--- config.mk ---
export PLATFORM = sky130hd
export DESIGN_NAME = img_mem_arbiter
export DESIGN_NICKNAME = d
export VERILOG_FILES = /design/src/rtl/img_arb_pkg.sv /design/src/rtl/img_arb_tag_pipe.sv /design/src/rtl/img_mem_arbiter.sv
export SDC_FILE = /design/constraint.sdc
export NUM_CORES = 1
export LEC_CHECK = 0
export CAP_MARGIN = 40
export CORE_ASPECT_RATIO = 1.5
export CORE_MARGIN = 2
export CORE_UTILIZATION = 40
export DETAILED_ROUTE_END_ITERATION = 6
export PLACE_DENSITY_LB_ADDON = 0.05
export SLEW_MARGIN = 0
export SYNTH_ARGS = -nofsm -noshare
export SYNTH_HDL_FRONTEND = slang
export SYNTH_SLANG_ARGS = --single-unit
export TNS_END_PERCENT = 5
--- constraint.sdc ---
create_clock -name clk -period 2.3 [get_ports clk]
set_clock_uncertainty 0.2 [all_clocks]
set_input_delay 0.345 -clock clk [delete_from_list [all_inputs] [get_ports clk]]
set_output_delay 0.345 -clock clk [all_outputs]
set_load 0.05 [all_outputs]
--- src/rtl/img_arb_pkg.sv ---
// Shared types and constants for the image RAM arbiter: owner encoding,
// return-tag layout and address/pixel widths.
package img_arb_pkg;

  localparam int IMG_ADDR_W = 15;
  localparam int PIX_W      = 8;

  typedef enum logic [1:0] {
    IDLE   = 2'd0,
    VGA_RD = 2'd1,
    AES_RD = 2'd2,
    AES_WR = 2'd3
  } owner_e;

  typedef struct packed {
    owner_e owner;
    logic   oor;
  } tag_t;

  localparam int   TAG_W    = $bits(tag_t);
  localparam tag_t TAG_NONE = '{owner: IDLE, oor: 1'b0};

endpackage

--- src/rtl/img_arb_tag_pipe.sv ---
// Read-return path: delays the issue tag by MEM_LAT cycles so it lines up
// with mem_rdata, then registers the data into the owning requester's port.
module img_arb_tag_pipe
  import img_arb_pkg::*;
#(
  parameter int MEM_LAT = 1
) (
  input  logic             clk,
  input  logic             rst_n,
  input  logic [TAG_W-1:0] tag_in,
  input  logic [PIX_W-1:0] mem_rdata,
  output logic [PIX_W-1:0] vga_data,
  output logic             vga_valid,
  output logic [PIX_W-1:0] aes_rdata,
  output logic             aes_rvalid
);

  tag_t             pipe_q [MEM_LAT];
  tag_t             pipe_d [MEM_LAT];
  tag_t             exit_tag;
  logic [PIX_W-1:0] ret_data;
  logic [PIX_W-1:0] vga_data_q, vga_data_d;
  logic [PIX_W-1:0] aes_rdata_q, aes_rdata_d;
  logic             vga_valid_q, vga_valid_d;
  logic             aes_rvalid_q, aes_rvalid_d;

  always_comb begin
    pipe_d[0] = tag_t'(tag_in);
    for (int i = 1; i < MEM_LAT; i++) begin
      pipe_d[i] = pipe_q[i-1];
    end
  end

  // Out-of-range reads were issued at address 0; their data is masked here.
  assign exit_tag = pipe_q[MEM_LAT-1];
  assign ret_data = exit_tag.oor ? '0 : mem_rdata;

  always_comb begin
    vga_valid_d  = (exit_tag.owner == VGA_RD);
    aes_rvalid_d = (exit_tag.owner == AES_RD);
    vga_data_d   = vga_valid_d  ? ret_data : vga_data_q;
    aes_rdata_d  = aes_rvalid_d ? ret_data : aes_rdata_q;
  end

  always_ff @(posedge clk) begin
    if (!rst_n) begin
      for (int i = 0; i < MEM_LAT; i++) begin
        pipe_q[i] <= TAG_NONE;
      end
      vga_data_q   <= '0;
      aes_rdata_q  <= '0;
      vga_valid_q  <= 1'b0;
      aes_rvalid_q <= 1'b0;
    end else begin
      for (int i = 0; i < MEM_LAT; i++) begin
        pipe_q[i] <= pipe_d[i];
      end
      vga_data_q   <= vga_data_d;
      aes_rdata_q  <= aes_rdata_d;
      vga_valid_q  <= vga_valid_d;
      aes_rvalid_q <= aes_rvalid_d;
    end
  end

  assign vga_data   = vga_data_q;
  assign vga_valid  = vga_valid_q;
  assign aes_rdata  = aes_rdata_q;
  assign aes_rvalid = aes_rvalid_q;

endmodule

--- src/rtl/img_mem_arbiter.sv ---
// Single-port image RAM arbiter: VGA reads have absolute priority, AES reads/writes
// fill the gaps. Define IMG_ARB_STATS_EN to add per-frame access counters.
module img_mem_arbiter
  import img_arb_pkg::*;
#(
  parameter int IMG_WIDTH  = 175,
  parameter int IMG_HEIGHT = 175,
  parameter int IMG_PIXELS = IMG_WIDTH * IMG_HEIGHT,
  parameter int MEM_LAT    = 1,
  parameter int MAX_WAIT   = 64
) (
  input  logic                  clk,
  input  logic                  rst_n,
  input  logic                  vga_req,
  input  logic [IMG_ADDR_W-1:0] vga_addr,
  output logic [PIX_W-1:0]      vga_data,
  output logic                  vga_valid,
  input  logic                  aes_req,
  input  logic                  aes_we,
  input  logic [IMG_ADDR_W-1:0] aes_addr,
  input  logic [PIX_W-1:0]      aes_wdata,
  output logic                  aes_gnt,
  output logic [PIX_W-1:0]      aes_rdata,
  output logic                  aes_rvalid,
  output logic                  aes_starve,
  input  logic                  stat_clr,
  output logic [IMG_ADDR_W-1:0] mem_addr,
  output logic                  mem_we,
  output logic [PIX_W-1:0]      mem_wdata,
  input  logic [PIX_W-1:0]      mem_rdata
`ifdef IMG_ARB_STATS_EN
  ,
  input  logic                  frame_start,
  output logic [15:0]           vga_cnt,
  output logic [15:0]           aes_rd_cnt,
  output logic [15:0]           aes_wr_cnt,
  output logic [15:0]           drop_cnt
`endif
);

  localparam logic [IMG_ADDR_W-1:0] ADDR_LIMIT = IMG_ADDR_W'(IMG_PIXELS);
  localparam logic [7:0]            WAIT_MAX   = 8'(MAX_WAIT);

  owner_e                state_q, state_d;
  logic [IMG_ADDR_W-1:0] mem_addr_q, mem_addr_d;
  logic                  mem_we_q, mem_we_d;
  logic [PIX_W-1:0]      mem_wdata_q, mem_wdata_d;
  logic                  oor_q, oor_d;
  logic [7:0]            wait_cnt_q, wait_cnt_d;
  logic                  starve_q, starve_d;
  logic                  vga_oor, aes_oor;
  tag_t                  issue_tag;

  assign vga_oor = (vga_addr >= ADDR_LIMIT);
  assign aes_oor = (aes_addr >= ADDR_LIMIT);
  assign aes_gnt = rst_n & aes_req & ~vga_req;

  always_ff @(posedge clk) begin
    if (!rst_n) begin
      state_q     <= IDLE;
      mem_addr_q  <= '0;
      mem_we_q    <= 1'b0;
      mem_wdata_q <= '0;
      oor_q       <= 1'b0;
      wait_cnt_q  <= '0;
      starve_q    <= 1'b0;
    end else begin
      state_q     <= state_d;
      mem_addr_q  <= mem_addr_d;
      mem_we_q    <= mem_we_d;
      mem_wdata_q <= mem_wdata_d;
      oor_q       <= oor_d;
      wait_cnt_q  <= wait_cnt_d;
      starve_q    <= starve_d;
    end
  end

  // The next owner depends only on this cycle's requests, never on the current state.
  always_comb begin
    state_d = IDLE;
    if (vga_req) begin
      state_d = VGA_RD;
    end else if (aes_gnt) begin
      state_d = aes_we ? AES_WR : AES_RD;
    end
  end

  always_comb begin
    mem_addr_d  = '0;
    mem_we_d    = 1'b0;
    mem_wdata_d = mem_wdata_q;
    oor_d       = 1'b0;
    unique case (state_d)
      VGA_RD: begin
        oor_d      = vga_oor;
        mem_addr_d = vga_oor ? '0 : vga_addr;
      end
      AES_RD: begin
        oor_d      = aes_oor;
        mem_addr_d = aes_oor ? '0 : aes_addr;
      end
      AES_WR: begin
        oor_d       = aes_oor;
        mem_addr_d  = aes_oor ? '0 : aes_addr;
        mem_we_d    = ~aes_oor;
        mem_wdata_d = aes_wdata;
      end
      default: ;
    endcase
  end

  // Clear beats a coincident set so software never misses a clear.
  always_comb begin
    wait_cnt_d = wait_cnt_q;
    starve_d   = starve_q;
    if (stat_clr || !aes_req || aes_gnt) begin
      wait_cnt_d = '0;
    end else if (wait_cnt_q != WAIT_MAX) begin
      wait_cnt_d = wait_cnt_q + 8'd1;
    end
    if (stat_clr) begin
      starve_d = 1'b0;
    end else if (wait_cnt_d == WAIT_MAX) begin
      starve_d = 1'b1;
    end
  end

  always_comb begin
    issue_tag.owner = (state_q == AES_WR) ? IDLE : state_q;
    issue_tag.oor   = oor_q;
  end

  img_arb_tag_pipe #(
    .MEM_LAT (MEM_LAT)
  ) u_tag_pipe (
    .clk        (clk),
    .rst_n      (rst_n),
    .tag_in     (issue_tag),
    .mem_rdata  (mem_rdata),
    .vga_data   (vga_data),
    .vga_valid  (vga_valid),
    .aes_rdata  (aes_rdata),
    .aes_rvalid (aes_rvalid)
  );

  assign mem_addr   = mem_addr_q;
  assign mem_we     = mem_we_q;
  assign mem_wdata  = mem_wdata_q;
  assign aes_starve = starve_q;

`ifdef IMG_ARB_STATS_EN
  function automatic logic [15:0] sat_inc(input logic [15:0] v, input logic en);
    return (en && v != 16'hFFFF) ? v + 16'd1 : v;
  endfunction

  logic [3:0][15:0] cnt_q, cnt_d;
  logic [3:0][15:0] out_q, out_d;
  logic [3:0]       hit;

  assign hit = {(state_d != IDLE) & oor_d, state_d == AES_WR, state_d == AES_RD,
                state_d == VGA_RD};

  // An access landing on frame_start belongs to the frame that is starting.
  always_comb begin
    for (int i = 0; i < 4; i++) begin
      cnt_d[i] = sat_inc(frame_start ? 16'd0 : cnt_q[i], hit[i]);
      out_d[i] = frame_start ? cnt_q[i] : out_q[i];
    end
  end

  always_ff @(posedge clk) begin
    if (!rst_n) begin
      cnt_q <= '0;
      out_q <= '0;
    end else begin
      cnt_q <= cnt_d;
      out_q <= out_d;
    end
  end

  assign vga_cnt    = out_q[0];
  assign aes_rd_cnt = out_q[1];
  assign aes_wr_cnt = out_q[2];
  assign drop_cnt   = out_q[3];
`endif

endmodule

* Yosys cells after proc, flatten, opt, wreduce, memory -nomap -nowiden
Memory sizes are Yosys's and may differ from the RTL's. Index checks and enable logic that the tools add are counted.
Storage, ports and cells: bits in writable memories 3, memories kept 1, flip-flop bits (word level) 54, memory bits (read-only) 0, latch bits 0
Memory list:
- u_tag_pipe.pipe_q | depth 1, width 3, read ports 1, clocked after Yosys merged registers in 0, wr ports 1, RTL line img_arb_tag_pipe.sv:18 | tag_t pipe_q [MEM_LAT];
Operators by class: mux-type cells 15, multiply operators 0, divide/modulo/power cells 0, order comparisons 2, eq/ne operators 8, $add $sub $neg 1, shift operators 0, reduce and logical (&&, ||, !) cells 7, bitwise operators 5
Operator list (count):
- $ge A15 B15 Y1 const B | 2
- $mux W15 | 2
- $pmux W15 S2 | 1
- $mux W8 | 3
- $add A8 B1 Y8 const B | 1
- $eq A2 B2 Y1 const B | 4
- $eq A8 B7 Y1 const B | 1
- $ne A8 B7 Y1 const B | 1
- $mux W2 | 3
- $eq A2 B1 Y1 const B | 2
- $mux W1 | 4
- $reduce_or A2 Y1 | 2
- $mux W3 | 1
- $not A1 Y1 | 3
- $reduce_or A3 Y1 | 1
- $and A1 B1 Y1 | 2
- $logic_or A1 B1 Y1 | 2
- $pmux W1 S2 | 1
- $reduce_and A2 Y1 | 1
- $logic_not A1 Y1 | 1

* Longest topological paths before layout
Gate-level depths: netlist of the first run.
depth after elaboration 7, depth in mapped cells 7

* By module
Synthesis of the first run repeated with hierarchy kept, for this count alone.
Second synthesis, totals: cells, all modules 285, area, all modules 2572.5 µm²
By module, submodules not included:
- img_mem_arbiter | area an instance 1690.4 µm², cells each 193, times used 1
- img_arb_tag_pipe | area an instance 882.1 µm², cells each 92, times used 1

* Worst setup path before layout of the first run
Ideal clock, no wire load.
kind input-to-reg, start input port rst_n, end register mem_addr_q[10], in the netlist mem_addr[10], required time 2.041 ns, data arrival time 1.891 ns, setup time 0.059 ns, cell stages on the path 6, path slack 0.150 ns, path through buf_2 -> and2b_1 -> and2_0 -> nor2b_2 -> buf_4 -> a22o_1
On the way: word-level cells in the longest chain between the ends 7, elaborated cells between the ends (all ways) 9, those cells by class eq/ne (3); mux (3); bitwise (2); reduce/logical (1)
RTL lines:
- from (decl) | RTL line img_mem_arbiter.sv:13 | input logic rst_n,
- $and A1 B1 Y1 * (2 in series) | RTL line img_mem_arbiter.sv:56 | assign aes_gnt = rst_n & aes_req & ~vga_req;
- net aes_gnt | RTL line img_mem_arbiter.sv:22 | output logic aes_gnt,
- $mux W2 * | RTL line img_mem_arbiter.sv:83 | end else if (aes_gnt) begin
- $mux W2 * | RTL line img_mem_arbiter.sv:81 | if (vga_req) begin
- $eq A2 B2 Y1 | RTL line img_mem_arbiter.sv:93 | unique case (state_d)
- $reduce_or A2 Y1 (no line)
- $pmux W15 S2 * | RTL line img_mem_arbiter.sv:93
- to (signal assigned) | RTL line img_mem_arbiter.sv:69 | mem_addr_q <= mem_addr_d;
- to (decl) | RTL line img_mem_arbiter.sv:45 | logic [IMG_ADDR_W-1:0] mem_addr_q, mem_addr_d;
The timed path passes the listed nets; every way through them passes the cells marked *. A chain may end at the register's enable or synchronous reset.

* Final worst setup path of the first run
start input port rst_n, end output port aes_gnt
On the way: word-level cells in the longest chain between the ends 2
RTL lines (RTL line):
- $and A1 B1 Y1 (2 in series) | img_mem_arbiter.sv:56
- to (decl) | img_mem_arbiter.sv:22
No other way between the ends.

==> metrics, run 1 <==
worst setup path end=aes_gnt; Sw Pwr=between 500 and 600 uW; leading cell type in the layout, fill and taps excluded=clkdlybuf4s50_1; Syn-to-layout area delta=55.1%; synthesized cell area=2260 um2; first-pass GRT wire length=8.78 mm; H-tree depth=3; hold violation total from the final report=0; Async SR Flop Fraction=0; Most used DFF post-synth=dfxtp_1; setup repair after global routing missed its margin=false; reg-to-reg critical path startpoint=wait_cnt_q[1]; final wirelength=roughly 5.5 mm; detailed router's first-iteration violation count=95; synthesized net count=298; final setup vio count=0; number of DRC violations after detailed routing=0; Synth top area share=0.506; diodes inserted=0; proportion of power drawn by flip-flops and latches=0.470; worst ir drop on vdd=between 0.3 and 0.4 mV; top library cells by usage in the layout, fill and taps aside=clkdlybuf4s50_1 (94), dfxtp_1 (57), nand2_1 (56); startpoint of the most critical setup path=rst_n; Vias=2072; worst setup slack after layout=143 ps; worst setup path category=input pin to output pin; Synth cell types=41; count of cell instances traversed by the critical path=5; insertion delay to the later sink of the worst-skew pair=330 ps; die width=~65 um; Post-CTS Hold Fix Bufs=0; required time worst endpoint=1750 ps; r2r setup slk=360 ps; slew at the pin with the worst max-slew slack=approximately 670 ps; per-cell routed wire length=13.0 um; Filler cells=approximately 500; clock tree from TritonCTS=yes; Hold Path Class=flop to flop; portion of total power attributed to the clock network=0.371; CORE AREA=5450 um2; fraction of final layout cells sized beyond drive strength 1=0.0876; DIE AREA=6270 um2; Place WS=-6.78 ps; dominant cells by area after synthesis=dfxtp_1 (51%), nand2_1 (9.3%), a21boi_0 (8.6%); buffers and inverters on the worst path=3; post-CTS resize count=0; element type at the critical path start=input pin; Num CTS Buffers=9; endpoint of the worst-slack reg-to-reg timing path=aes_starve; Max-Slew Margin vs Limit=0.556; final cycle utilization of the critical path=0.938; highest clock frequency the design can meet=464 MHz; leakage power summed over all cells=~1.3 nW; post-detail-place hpwl=between 4 and 5 mm; height of the die=approximately 96 um; post-route ant nets=0; number of enable-type register cells in the synthesized netlist=0; post-CTS setup buffers=0; largest stage delay on the critical path=approximately 510 ps; pin count of the biggest net entering global routing=32; Crit. End Element=output pin; total chip power=2.20 mW; post-synthesis instance total=244; power density over the cells=between 600 and 700 nW/um2; first-pass iteration count of the detailed router=4; Sw Ratio=0.257; antenna violations before repair=0; CTS root buf=clkbuf_8; final-report max-slew violation count=0; maximum fanout encountered on the critical timing path=4; total gr overflow=0; number of global-route vias before repair=1943; total global routing track utilization=0.185; Initial Util=0.414; clock-pin slew of the registers on the worst-case setup and hold paths=60 ps; Final min period=2160 ps; flip-flop and latch count after synthesis=57; layout net count=403; Pint=1.63 mW; share of the yosys chip area belonging to registers=0.506; Final GP Congestion=a little under 0.8; mean cell area of the mapped netlist=9.25 um2; Top Ports=96; sequence of cells on the critical path=clkdlybuf4s50_1 > and2b_1 > and2_0 > buf_4 > buf_12; FP Rows=33; total of buffers placed on input and output ports=95; worst-case clock buffer depth=2; cell at the slowest stage of the critical path=clkdlybuf4s50_1; run status=completed; arrival time of the worst setup path=1610 ps; Max-cap violations=0; combinational share of power=0.159; Vias per Instance=slightly below 5; category of cells accounting for the largest share of critical-path delay=buffers and inverters; CTS Sinks=57; post-synthesis cell type with the largest combined area=dfxtp_1; path depth of the worst reg2reg path=5; count of warnings emitted by yosys=0
flip-flops by register name, summed over array words and instances, names as in the netlist:
signal,cells
aes_starve,1
mem_addr,15
mem_wdata,8
mem_we,1
oor_q,1
state_q,2
u_tag_pipe.aes_rdata,8
u_tag_pipe.aes_rvalid,1
u_tag_pipe.pipe_q,3
u_tag_pipe.vga_data,8
u_tag_pipe.vga_valid,1
wait_cnt_q,8
cells in the mapped netlist (2+ instances only):
library cell  number
buf_4              3
clkbuf_1           7
nand3_1            6
nand3b_1           2
nor2_1            13
and2_1             5
xnor2_1            4
a211oi_1           3
o21ai_0            2
nor2b_1           10
ha_1               2
a21boi_0          26
nand2_1           56
a41oi_1            2
a31oi_1            2
xor2_1             3
or4_1              2
a22o_1            14
dfxtp_1           57
nor3_1             2
nand2b_1           2
inv_1              2
worst register-to-register path, stage by stage (launching register included):
cell,delay (ps)
dfxtp_1,410
ha_1,280
nand4_1,140
xor2_1,170
or3b_2,440
o31ai_1,200
kinds of logic after synthesis:
group,synth area share
simple gates,0.244
flops,0.506
compound gates,0.180
buf+inv,0.0272
xor+xnor,0.0272
fa+ha+maj,0.0111
mux,0.00443
layout make-up:
class,count,area [um2],area share
Sequential cell,57,1140,0.326
Multi-Input combinational cell,174,1050,0.301
Timing Repair Buffer,105,1040,0.296
Clock buffer,13,159,0.0454
Tap cell,70,87.6,0.0250
Clock inverter,3,15.0,0.00429
Inverter,2,7.51,0.00214
stage by stage:
step           hold WS [ps]  TNS [ps]  instance area, um2  utilization  std cells
6_report                204         0                3500        0.642        424
5_1_grt                 234         0                3500        0.642        424
4_1_cts                 202         0                3500        0.642        424
3_5_place_dp            197     -9.55                3330        0.610        408
3_3_place_gp            189         0                3330        0.610        408
2_1_floorplan           182         0                2260            -        244
power groups by stage:
stage / sequential [mW] / combinational, mW / clock, mW
3_3_place_gp: 1.05 / 0.351 / 0
2_1_floorplan: 1.15 / 0.0771 / 0
4_1_cts: 1.03 / 0.353 / 0.841
3_5_place_dp: 1.05 / 0.351 / 0
5_1_grt: 1.03 / 0.370 / 0.888
6_report: 1.03 / 0.349 / 0.815
layer usage:
metal,track usage,vias up,share of wire
li1,-,1045,-
met1,0.198,951,0.38
met2,0.324,59,0.54
met3,0.0456,17,0.048
met4,0.115,0,0.033
met5,0,-,0
worst min path at each step:
stage                     startpoint  depth (start not counted)                      end
after floorplan           state_q[0]                          1  u_tag_pipe.pipe_q[0][2]
after global placement    state_q[0]                          1  u_tag_pipe.pipe_q[0][2]
after detailed placement  state_q[0]                          1  u_tag_pipe.pipe_q[0][2]
after CTS                 state_q[0]                          1  u_tag_pipe.pipe_q[0][2]
after global routing      state_q[0]                          1  u_tag_pipe.pipe_q[0][2]
final                     state_q[0]                          1  u_tag_pipe.pipe_q[0][2]
No activity file was read; power rests on OpenSTA's default activity.
==> inputs of run 2 (changes only) <==
--- a/config.mk
+++ b/config.mk
@@ -5,10 +5,11 @@
 export SDC_FILE = /design/constraint.sdc
 export NUM_CORES = 1
 export LEC_CHECK = 0
+export ABC_CLOCK_PERIOD_IN_PS = 2300
 export CAP_MARGIN = 40
 export CORE_ASPECT_RATIO = 1.5
 export CORE_MARGIN = 2
-export CORE_UTILIZATION = 40
+export CORE_UTILIZATION = 42
 export DETAILED_ROUTE_END_ITERATION = 6
 export PLACE_DENSITY_LB_ADDON = 0.05
 export SLEW_MARGIN = 0
==> run 2 against run 1 <==
Against the previous run: maximum frequency is 0.46% higher; power rose by 5.1%; sequential power is essentially flat; global-route usage increased by 1.7 points; critical path depth unchanged; design area grew 0.75%; combinational power about the same; non-clock buffer count up 1; via count rose by 1.1%; critical path type unchanged; largest cell class unchanged; largest power group unchanged; highest routed layer unchanged.
==> metrics, run 2 (synthesized netlist as in run 1, its figures left out) <==
run status=completed; Final GP Congestion=0.812 (+4.4%); cell at the slowest stage of the critical path=clkdlybuf4s50_1; largest stage delay on the critical path=560 ps (+50 ps); per-cell routed wire length=13.3 um (+2.1%); Crit. End Element=output pin; top library cells by usage in the layout, fill and taps aside=clkdlybuf4s50_1 (94), dfxtp_1 (57), nand2_1 (56); Storage cell area=1140 um2 (unchanged); worst setup path category=input pin to output pin; Hold Path Class=flop to flop; first-pass iteration count of the detailed router=4 (unchanged); CTS root buf=clkbuf_8; end-of-flow core utilization=0.683 (+0.0406); Post-CTS Hold Fix Bufs=0 (unchanged); total of buffers placed on input and output ports=95 (unchanged); highest clock frequency the design can meet=466 MHz (+0.46%); setup_tns=0 ps (unchanged); post-CTS setup buffers=0 (unchanged); post-detail-place hpwl=4.32 mm (+1.2%); met2 wire len=3.12 mm (+5.1%); Place WS=-6.69 ps (+0.0835 ps); worst-case clock buffer depth=2 (unchanged); top layer reached by signal wires=met4; hold violation total from the final report=0 (unchanged); CTS Sinks=57 (unchanged); buffers and inverters on the worst path=3 (unchanged); leading cell type in the layout, fill and taps excluded=clkdlybuf4s50_1; number of global-route vias before repair=2035 (+4.7%); pin count of the biggest net entering global routing=19 (-41%); maximum fanout encountered on the critical timing path=5 (+1); DIE AREA=5990 um2 (-4.5%); die width=63.9 um (-2.3%); height of the die=93.8 um (-2.3%); area of all placed cells without fillers=3530 um2 (+0.75%); layout net count=404 (+0.25%); Initial Util=0.437 (+0.0229); Vias per Instance=4.96 (+1.5%); power density over the cells=655 nW/um2 (+4.3%); post-CTS resize count=0 (unchanged); setup repair after global routing missed its margin=false; Syn-to-layout area delta=56.3%; detailed router's first-iteration violation count=101 (+6.3%); area after detailed placement=3330 um2 (+0.15%); clock-pin slew of the registers on the worst-case setup and hold paths=60 ps (about the same); H-tree depth=3 (unchanged); total global routing track utilization=0.202 (+0.0172); worst setup slack after layout=153 ps (+9.85 ps); slew at the pin with the worst max-slew slack=651 ps (-13.8 ps); category of cells accounting for the largest share of critical-path delay=buffers and inverters; antenna violations before repair=0 (unchanged); flip-flop count of the largest register, all copies and words added=15 (unchanged); final wirelength=5.61 mm (+1.6%); Top Ports=96 (unchanged); total gr overflow=0 (unchanged); r2r setup slk=380 ps (+20 ps); Max-cap violations=0 (unchanged); worst ir drop on vdd=0.376 mV (-3.7%); Final Hold Slack=199 ps (-5.12 ps); Num CTS Buffers=9 (unchanged); final setup vio count=0 (unchanged); element type at the critical path start=input pin; required time worst endpoint=1750 ps (about the same); Filler cells=435 (-11%); post-route ant nets=0 (unchanged); Final min period=2150 ps (-9.85 ps); number of DRC violations after detailed routing=0 (unchanged); diodes inserted=0 (unchanged); total length of routed met3 wires=238 um (-9.5%); insertion delay to the later sink of the worst-skew pair=330 ps (about the same); arrival time of the worst setup path=1600 ps (about the same); Vias=2094 (+1.1%); final-report max-slew violation count=0 (unchanged); FP Rows=32 (-3.0%); leakage power summed over all cells=1.28 nW (+1.1%); clock tree from TritonCTS=yes; fraction of final layout cells sized beyond drive strength 1=0.0904 (+0.00282); Max-Slew Margin vs Limit=0.565 (+0.00920); M1 WL=2.11 mm (about the same); final cycle utilization of the critical path=0.933 (-0.00428); CORE AREA=5160 um2 (-5.2%); sequence of cells on the critical path=clkdlybuf4s50_1 > and2b_1 > and2_0 > buf_4 > buf_12; first-pass GRT wire length=9.19 mm (+4.7%); Multi-input gate area=1050 um2 (unchanged)
[run 2: path summary, 6_finish.rpt]
| check | start | to | cells past startpoint |
|---|---|---|---|
| setup / recovery | rst_n | aes_gnt | 5 |
| hold / removal | state_q[0] | u_tag_pipe.pipe_q[0][2] | 1 |
| setup reg to reg | wait_cnt_q[2] | aes_starve | 5 |
| hold reg to reg | state_q[0] | u_tag_pipe.pipe_q[0][2] | 1 |
[run 2: routing by layer]
layer  vias up  track usage
met5         -            0
met4         0       0.0996
met3        11       0.0600
met2        59        0.369
met1       979        0.206
li1       1045            -
[run 2: area by class of cell]
cell class | instances | area share
Sequential cell | 57 | 0.324
Multi-Input combinational cell | 174 | 0.299
Timing Repair Buffer | 106 | 0.296
Clock buffer | 12 | 0.0440
Tap cell | 68 | 0.0241
Clock inverter | 3 | 0.0114
Inverter | 2 | 0.00213
[run 2: where the power goes]
part / switching (mW) / leakage (nW) / internal, mW
Combinational: 0.182 / 0.710 / 0.170
Sequential: 0.0137 / 0.464 / 1.02
Clock: 0.374 / 0.102 / 0.550
Total: 0.570 / 1.28 / 1.74
[run 2: stage by stage]
| stage | total power [mW] | cells |
|---|---|---|
| after floorplan | 1.23 | 244 |
| after global placement | 1.41 | 407 |
| after detailed placement | 1.41 | 407 |
| after CTS | 2.33 | 422 |
| after global routing | 2.40 | 422 |
| final | 2.31 | 422 |
==> variant 1 (settings of run 2) <==
Build with the macro `IMG_ARB_STATS_EN` defined.
--- a/src/rtl/img_mem_arbiter.sv
+++ b/src/rtl/img_mem_arbiter.sv
@@ -1,5 +1,7 @@
 // Single-port image RAM arbiter: VGA reads have absolute priority, AES reads/writes
 // fill the gaps. Define IMG_ARB_STATS_EN to add per-frame access counters.
+`define IMG_ARB_STATS_EN
+
 module img_mem_arbiter
   import img_arb_pkg::*;
 #(
Interface: changed (5 added); port bits go from 96 to 161. No check against the original RTL was run, so the function may have changed too.
==> variant 1 against run 2 <==
Maximum frequency decreased by 1.9%; cell count increased to 3.4 times the old value; area after synthesis increased to 3.7 times the old value; design area increased to 3.3 times the old value; sequential power increased to 3.2 times the old value; setup slack got worse by 0.041 ns; sequential share of layout area about the same; sequential cell count increased by 128; total power increased to 2.9 times the old value; clock power increased to 3.1 times the old value; wire length increased to 3.8 times the old value; global-route usage increased by 0.63 points; count of clock-buffer cells in the layout increased by 6; critical endpoint is now cnt_q[63]; largest power group unchanged.
==> variant 1: results (changes against run 2) <==
clock network share of area=5.031% (-0.50 points); buffering overhead=21.64% (-7.9 points); pre-CTS setup slack=-0.3019 ns (-0.2952 ns); FILL cells=1792 (+310%); Rel. slew slack=62.53% (+6.0 points); XOR/XNOR Fraction of Synth Area=4.345% (+1.6 points); layout cell share with drive strength beyond 1=15.27% (+6.2 points); global-route wire length before repair=35310 um (+280%); delay-heaviest family, CP=simple AND/OR/NAND/NOR gates; CP max-delay cell=a2111oi_1; port bufs=160 (+68%); pin count of the biggest net entering global routing=51 (+32); post-synthesis sequential area ratio=44.81% (-5.7 points); initial antenna violation count=2 (+2); GP Congestion=0.8405 (+3.5%); adder-cell share of the synthesized area=0.9084% (-0.20 points); switching power=0.001612 W (+180%); Critical Path Fanout Max=8 (+3); Via-to-Cell Ratio=5.098 (+2.7%); CLK BUF=18 (+6); critical path's largest stage delay=0.44 ns (-0.12 ns); multi-input logic area=0.004284 mm^2 (+310%); syn nets=981 (+230%); sequential share of cell area=32.31% (-0.041 points); M1 WL=9055 um (+330%); DR WL/cell=15.06 um (+13%); DRT Pass-1 Iters=5 (+1); total CTS buffers=17 (+8); worst hold path class=primary input to flip-flop; Die X-Extent=118.5 um (+86%); dpl cell area=0.01084 mm^2 (+230%); area fraction of the dominant cell type after synthesis=44.81% (-5.7 points); sequential cell count=185 (+220%); Clock Latency Late Sink=0.44 ns (+0.11 ns); Detailed Route Iter0 Violations=342 (+240%); GRT met3 Usage=5.032% (-0.96 points); vias in the first global route=7222 (+250%); routed wl met2=10900 um (+250%); status=finished, final reports clean; Lkg Pwr=4.225 nW (+230%); Distinct cells, synth=61 (+49%); CP Data Arrival Time=2.35 ns (+0.75 ns); Area contributors post-synth=dfxtp_1 45%, mux2i_1 9.9%, nor2_1 5.8%; Met3 Wirelength=983 um (+310%)
## variant 1: changes by cell type after synthesis, moves of 26 or more
cell,before,now
dfxtp_1,57,185
nor2_1,13,128
mux2i_1,1,82
a21oi_1,1,50
nand3_1,6,44
nand2_1,56,85
a21boi_0,26,0
## variant 1: final timing paths
path / slack [ns] / depth (start not counted) / startpoint / end
worst min-delay path: 0.11 / 3 / frame_start / aes_wr_cnt[7]
worst min register to register: 0.21 / 1 / state_q[0] / u_tag_pipe.pipe_q[0][2]
worst max-delay path: 0.11 / 8 / cnt_q[49] / cnt_q[63]
worst max register to register: 0.11 / 8 / cnt_q[49] / cnt_q[63]
## variant 1: power groups by stage
stage | logic (W) | registers [W] | clock network (W)
global route | 0.000622 | 0.00325 | 0.00307
finish | 0.000584 | 0.00325 | 0.00288
detailed placement | 0.000587 | 0.00333 | 0
CTS | 0.000589 | 0.00325 | 0.00296
floorplan | 0.000217 | 0.00342 | 0
global placement | 0.000587 | 0.00332 | 0
==> variant 2 (settings of run 2) <==
Made on the original files. `vga_data_q` no longer has a reset.
--- a/src/rtl/img_arb_tag_pipe.sv
+++ b/src/rtl/img_arb_tag_pipe.sv
@@ -47,7 +47,6 @@
       for (int i = 0; i < MEM_LAT; i++) begin
         pipe_q[i] <= TAG_NONE;
       end
-      vga_data_q   <= '0;
       aes_rdata_q  <= '0;
       vga_valid_q  <= 1'b0;
       aes_rvalid_q <= 1'b0;
@@ -55,11 +54,14 @@
       for (int i = 0; i < MEM_LAT; i++) begin
         pipe_q[i] <= pipe_d[i];
       end
-      vga_data_q   <= vga_data_d;
       aes_rdata_q  <= aes_rdata_d;
       vga_valid_q  <= vga_valid_d;
       aes_rvalid_q <= aes_rvalid_d;
     end
+  end
+
+  always_ff @(posedge clk) begin
+    vga_data_q <= vga_data_d;
   end
 
   assign vga_data   = vga_data_q;
Formal check against the unedited RTL: differs if rst_n is asserted again (counterexample within 4 cycles, from zero or initial values and one cycle with rst_n low); with rst_n held inactive, the same outputs for 10 cycles.
==> variant 2 against run 2 <==
Non-clock buffer count decreased by 2; area after synthesis fell by 1.3%; sequential cell count stayed put; wire length shrank 5.4%; maximum frequency rose by 0.55%; global-route usage fell by 1.3 points; combinational power is 3% lower; total power down 5.8%; setup slack improved by 0.012 ns; cell count down 5.2%; design area shrank 1.6%; critical path depth unchanged; largest power group unchanged.
==> variant 2: results (changes against run 2) <==
status=finished, final reports clean; Top FF cell, synth=dfxtp_1; pre-CTS setup slack=-0.02865 ns (-0.02195 ns); final hold slack=0.1973 ns (-0.001356 ns); syn nets=275 (-7.7%); post-synthesis sequential area ratio=54.83% (+4.3 points); pin count of the biggest net entering global routing=19 (unchanged); Rel. slew slack=51.31% (-5.2 points); layout cell share with drive strength beyond 1=10.84% (+1.8 points); peak supply drop=488.0 uV (+30%); CP Data Arrival Time=1.59 ns; final non-filler cell total=400 (-5.2%); FILL cells=462 (+6.2%); synth cell count leaders=49 x dfxtp_1, 42 x nand2_1, 18 x a21boi_0; total CTS buffers=9 (unchanged); dpl cell area=0.003307 mm^2 (-0.75%); Mapped Cells=221 (-9.4%); Critical Path Fanout Max=5 (unchanged); Reg clk slew, reported paths=0.06 ns (about the same); Fmax=468.4 MHz (+0.55%); Area contributors post-synth=dfxtp_1 44%, edfxtp_1 11%, nand2_1 7.1%; diode count=0 (unchanged); Detailed Route Iter0 Violations=53 (-48%); delay-heaviest family, CP=buffers and inverters; GP Congestion=0.8165 (+0.50%); vias in the first global route=2017 (-0.88%); Largest register FFs=15 (unchanged); GRT Overall Usage=18.89% (-1.3 points); Post-synth EDFFs=8 (+8); Routed WL=5305 um (-5.4%); global-route wire length before repair=8859 um (-3.6%); worst hold path class=flip-flop to flip-flop; Via-to-Cell Ratio=4.938 (-0.50%); fraction of registers with async set/reset=0% (unchanged); Resized Gates After CTS=0 (unchanged); critical path's largest stage delay=0.56 ns (about the same); CTS Buffer Depth=2 (unchanged); post-DP HPWL=4136 um (-4.3%); CP max-delay cell=clkdlybuf4s50_1; Post-CTS Setup Bufs=0 (unchanged); Clock Latency Late Sink=0.32 ns; R2R Setup Slk=0.40 ns (+0.02 ns); DRT Pass-1 Iters=4 (unchanged); H-tree depth=3 (unchanged); Lkg Pwr=1.258 nW (-1.5%); Synth warnings=0 (unchanged); Distinct cells, synth=40 (-2.4%); CTS Root Cell=clkbuf_8; placed cell count=384 (-5.7%); port bufs=95 (unchanged); initial antenna violation count=0 (unchanged)
-- variant 2: path summary, 6_finish.rpt --
check,startpoint,to,cells after the start
worst max-delay path,aes_req,aes_gnt,5
worst min-delay path,state_q[0],u_tag_pipe.pipe_q[0][2],1
worst max register to register,wait_cnt_q[1],aes_starve,6
worst min register to register,state_q[0],u_tag_pipe.pipe_q[0][2],1
-- variant 2: logic make-up after synthesis --
kind of cell,share of synthesized area [%]
adder cells (fa/ha/maj),1.123
AO/OA/AOI/OAI,16.52
AND/OR/NAND/NOR,22.58
flip-flops,54.83
XOR/XNOR,2.360
buffers and inverters,2.584
-- variant 2: routing by layer --
layer | GRT usage, % | vias to the layer above | part of all wire, %
li1 | - | 984 | -
met1 | 19.92 | 911 | 39
met2 | 36.05 | 74 | 54
met3 | 5.295 | 6 | 6.1
met4 | 5.072 | 0 | 1.0
met5 | 0 | - | 0
-- variant 2: report_power, final --
part / switching (W) / leakage [nW] / total [W] / internal (W)
logic: 0.000175 / 0.704 / 0.000342 / 0.000167
clock network: 0.000369 / 0.0815 / 0.000780 / 0.000412
registers: 0.0000113 / 0.472 / 0.00105 / 0.00104
-- variant 2: worst register-to-register path, cell delays in order, from the launching register on --
cell      delay, ns
dfxtp_1        0.42
ha_1           0.27
nand2_1        0.11
or3_1          0.35
a21oi_1        0.19
o221ai_1       0.15
o21ai_0        0.16
-- variant 2: cell type report --
class	instances	area, um^2	share of cell area (%)
clock buffer	12	145.1	4.180
clock inverter	4	20.02	0.5766
inverter	3	11.26	0.3243
multi-input combinational	152	948.4	27.32
sequential	57	1221	35.17
tap	68	85.08	2.450
timing repair buffer	104	1041	29.98
